===== src/rtl/instr_assembly_register.sv =====
// instr_assembly_register
// Assembles an IW-bit instruction from DW-bit beats. Beats arrive through a
// valid/ready handshake and fill lanes in order. A direct write can also place
// a beat into any lane. A consumer takes a complete instruction through
// IRValid/OutReady. Flush aborts a partial or complete instruction without
// clearing IROut.
// Optional feature: define IR_PARITY_EN to add the IPar input and a sticky
// ParErr output. IPar is the even-parity bit for I.
module instr_assembly_register #(
    parameter  int IW        = 16,
    parameter  int DW        = 8,
    parameter  int MSB_FIRST = 1,
    localparam int NB        = IW / DW,
    localparam int LW        = (NB > 1) ? $clog2(NB) : 1,
    localparam int CW        = $clog2(NB) + 1
) (
    input  logic          Clock,
    input  logic          Reset,
    input  logic [DW-1:0] I,
    input  logic          InValid,
    output logic          InReady,
    input  logic          Write,
    input  logic [LW-1:0] Lane,
    input  logic          Flush,
    input  logic          OutReady,
    output logic [IW-1:0] IROut,
    output logic          IRValid,
    output logic [CW-1:0] BeatCnt
`ifdef IR_PARITY_EN
    ,
    input  logic          IPar,
    output logic          ParErr
`endif
);

    typedef enum logic [1:0] {EMPTY, FILLING, FULL} state_t;

    state_t        state, state_d;
    logic [CW-1:0] cnt_d;
    logic [CW-1:0] base_cnt;
    logic [LW-1:0] beat_lane;
    logic          accept;
    logic [IW-1:0] ir_next;

    // A beat accepted while FULL starts the next instruction, so its
    // position is counted from zero. This avoids a bubble.
    assign InReady   = !Write && !Flush && (state != FULL || OutReady);
    assign accept    = InValid && InReady;
    assign IRValid   = (state == FULL);
    assign base_cnt  = (state == FULL) ? '0 : BeatCnt;
    assign beat_lane = (MSB_FIRST != 0) ? (LW'(NB - 1) - base_cnt[LW-1:0])
                                        : base_cnt[LW-1:0];

    // State and beat count register
    always_ff @(posedge Clock or negedge Reset) begin
        if (!Reset) begin
            state   <= EMPTY;
            BeatCnt <= '0;
        end else begin
            state   <= state_d;
            BeatCnt <= cnt_d;
        end
    end

    // Next state: Flush, then beat acceptance, then consumer handoff
    always_comb begin
        state_d = state;
        cnt_d   = BeatCnt;
        if (Flush) begin
            state_d = EMPTY;
            cnt_d   = '0;
        end else if (accept) begin
            if (base_cnt == CW'(NB - 1)) begin
                state_d = FULL;
                cnt_d   = CW'(NB);
            end else begin
                state_d = FILLING;
                cnt_d   = base_cnt + 1'b1;
            end
        end else if (state == FULL && OutReady) begin
            state_d = EMPTY;
            cnt_d   = '0;
        end
    end

    // Lane update: a direct write or an accepted beat (never both, since
    // Write blocks InReady). Lane values with no matching k are ignored.
    always_comb begin
        ir_next = IROut;
        for (int k = 0; k < NB; k++) begin
            if ((Write && Lane == LW'(k)) || (accept && beat_lane == LW'(k)))
                ir_next[k*DW +: DW] = I;
        end
    end

    // Instruction register; only reset, writes and beats change it
    always_ff @(posedge Clock or negedge Reset) begin
        if (!Reset)
            IROut <= '0;
        else
            IROut <= ir_next;
    end

`ifdef IR_PARITY_EN
    // Sticky parity error on any beat or write that is taken; Flush clears it
    always_ff @(posedge Clock or negedge Reset) begin
        if (!Reset)
            ParErr <= 1'b0;
        else if (Flush)
            ParErr <= 1'b0;
        else if ((accept || Write) && (^{I, IPar}))
            ParErr <= 1'b1;
    end
`endif

endmodule


===== config.mk =====
export PLATFORM = sky130hd
export DESIGN_NAME = instr_assembly_register
export DESIGN_NICKNAME = d
export VERILOG_FILES = /design/src/rtl/instr_assembly_register.sv
export SDC_FILE = /design/constraint.sdc
export NUM_CORES = 1
export LEC_CHECK = 0
export BUFFER_PORTS_ARGS = -buffer_cell sky130_fd_sc_hd__buf_2
export CORE_ASPECT_RATIO = 1.1
export CORE_MARGIN = 2
export CORE_UTILIZATION = 50
export CTS_CLUSTER_SIZE = 14
export DETAILED_ROUTE_END_ITERATION = 6
export GPL_TIMING_DRIVEN = 0
export PLACE_DENSITY = 0.82
export SLEW_MARGIN = 5
export SYNTH_ARGS = -nofsm -noshare
export SYNTH_HDL_FRONTEND = slang
export SYNTH_SLANG_ARGS = --single-unit

===== constraint.sdc =====
create_clock -name Clock -period 4.7 [get_ports Clock]
set_input_delay 0.47 -clock Clock [delete_from_list [all_inputs] [get_ports Clock]]
set_output_delay 0.47 -clock Clock [all_outputs]
set_load 0.05 [all_outputs]

==> impl_metrics.csv <==
group,metric,value,unit
synth,synthesis.area,877,µm²
worst_setup_path,worst_setup_path_start_kind,"flip-flop",
worst_setup_path,r2r_cells,4,
synth,synth.avg_cell_area,14.6,µm²
timing,rsz0062_at_grt,"false",
detailed_routing,vias,601,
worst_setup_path,cp-end-kind,"output port",
die,num_rows,15,
timing,finalCritPeriodShare,37.1,%
power,p_total,0.511,mW
synth,yosysTopAreaCell,"dfrtp_1",
synth,netlist.area_leader.share,57.1,%
grt,grt-ovfl-total,0,
placed_design,gp_congestion,0.790,
timing,min_period,1740,ps
worst_setup_path,timing.setup.critical_path_class,"flip-flop to output port",
cells_and_area,final_area,1120,µm²
synth,ys_types,20,
synth,synth_area_leaders,"dfrtp_1, mux2_2, a2bb2oi_4",
cells_and_area,layout.nets,115,
worst_setup_path,cp_top_family,"flip-flops",
cells_and_area,final_cell_mix,"buf_2, dfrtp_1, mux2_2",
synth,synth-simple-area-share,8.84,%
timing,tns,0,ps
worst_setup_path,path_max_fanout,6,
cells_and_area,final_cell_count_no_fill,115,
detailed_routing,wl_per_cell,14.1,µm
cts,htree_num_levels,1,
synth,ys_warn_count,0,
min_path,min_path_type,"primary input to async pin",
die,io_pins,35,
cts,ctsHoldBuffers,0,
cts,cts_tree,"built",
synth,synth_compound_area_share,10.8,%
cells_and_area,multi_input_comb_area,365,µm²
power,p_per_area,456,nW/µm²
outcome,status,"finished clean",
synth,yosys_register_bits,20,
timing,maxSlewViolCount,0,
placed_design,numPortBuffers,34,
timing,setup_violations,0,
die,chipHeight,47.9,µm
die,core_area,1610,µm²
cts,numCtsBuffers,3,
grt,busiest_layer,"met2",
synth,synthAdderAreaFrac,1.43,%
detailed_routing,via_per_inst,5.23,
synth,syn_inst,60,
placed_design,post_dp_cell_area,1070,µm²
worst_setup_path,cp.depth,3,
synth,synth_top_family_by_area,"multiplexers",
worst_setup_path,critPathBufInv,1,
worst_setup_path,critPathRequiredTime,4230,ps
die,start_util,54.3,%
timing,maxSlewHeadroom,71.0,%
worst_setup_path,worst_ep_arrival_time,1270,ps
grt,grt_pass1_wl,2460,µm
die,dieArea,2110,µm²
timing,tightest_slew,435,ps
cts,cts-root-buf,"clkbuf_4",
cts,post_cts_buffers,0,
worst_setup_path,cpPeakStageDelay,410,ps
worst_setup_path,r2r-start,"state[0]",
detailed_routing,drc,0,
worst_setup_path,cp_cell_sequence,"nand2b_4, o21a_1, buf_2",
cts,clockBufferDepth,2,
grt,first_global_vias,563,
worst_setup_path,crit_slowest_cell,"dfrtp_1",
placed_design,dpl.hpwl,1260,µm
timing,max_freq,573,MHz
die,dieWidth,43.9,µm
detailed_routing,wl,1620,µm
grt,use_met2,29.1,%
synth,seq_area_frac_synth,57.1,%
cells_and_area,fillCellCount,109,
cells_and_area,area_growth,27.8,%
worst_setup_path,cp-startpoint,"state[0]",
synth,syn_nets,76,
power,p_leak,0.563,nW
cells_and_area,regArea,500,µm²
placed_design,post-place-cells,111,
run,maxCapViolations,0,
detailed_routing,drtIter0Drc,2,
grt,antenna_found_initial,0,
cts,cts_num_sinks,20,
synth,muxShareOfSynthArea,20.5,%
cts,clkLatencyLatePin,300,ps
cells_and_area,drive_gt1_share,62.2,%
detailed_routing,ant_nets,0,
synth,synthXorXnorAreaFrac,0,%
cells_and_area,final_common_cell,"buf_2",
cts,path_clk_slew,120,ps
grt,grt_use_met1,19.9,%
timing,fin_skew,9.20,ps
grt,grt_max_degree,21,
grt,grt.total_usage,16.8,%
timing,final_hold_viol_count,0,
cts,ctsResizeCount,0,
cells_and_area,insertedDiodeCount,0,
grt,use_met3,2.26,%
power,vdd_drop_max,0.000308,V
detailed_routing,firstDrtPassIters,3,
[cells in the mapped netlist, drive strengths merged]
| library cell | number |
|---|---|
| nand2 | 3 |
| nand4b | 1 |
| o21a | 1 |
| a21oi | 3 |
| o21ai | 1 |
| and4 | 1 |
| nor2 | 2 |
| mux2 | 16 |
| nand3 | 2 |
| ha | 1 |
| a31o | 1 |
| nand2b | 2 |
| a2bb2oi | 1 |
| o211ai | 1 |
| and2 | 1 |
| dfrtp | 20 |
| inv | 3 |
[path summary, 6_finish.rpt]
check / endpoint / slack, ps
max: InReady / 2960
min: IROut[9] / 90
max reg2reg: IROut[13] / 3040
min reg2reg: IROut[5] / 510
max in group asynchronous: IROut[13] / 4300
min in group Clock: IROut[1] / 410
[per-layer routing]
metal	up-vias	wire [µm]
met2	21	808
met3	2	84
met5	-	0
met1	286	714
li1	292	-
met4	0	10
[layout make-up]
class                      instances  area share, %
clock inverter                     1           2.68
inverter                           3           1.00
tap                               17           1.90
clock buffer                       3           2.01
multi-input combinational         37           32.6
timing repair buffer              34           15.2
sequential                        20           44.6
[where the power goes]
part           leakage, nW  switching, mW  internal (mW)
Clock               0.0279         0.0518         0.0862
Combinational        0.293          0.119         0.0469
Sequential           0.242         0.0115          0.196
Total                0.563          0.182          0.329
[sequential cells by signal, indices dropped and copies added, names as in the netlist]
name / cells
state: 2
IROut: 16
BeatCnt: 2
[per-stage QoR]
stage               hold slack [ps]  setup WS [ps]  utilization [%]
finish                         89.8           2960             69.5
global route                    104           2900             69.5
CTS                            97.6           2950             69.5
detailed placement              435           2960             66.2
global placement                425           2980             66.2
floorplan                       174           3090                -
[logic make-up after synthesis]
group                      Yosys count
and+or+nand+nor                     12
buffers and inverters                3
DFF                                 20
adders and majority gates            1
muxes                               16
AOI/OAI and AO/OA                    8
No activity file was read; power rests on OpenSTA's default activity.
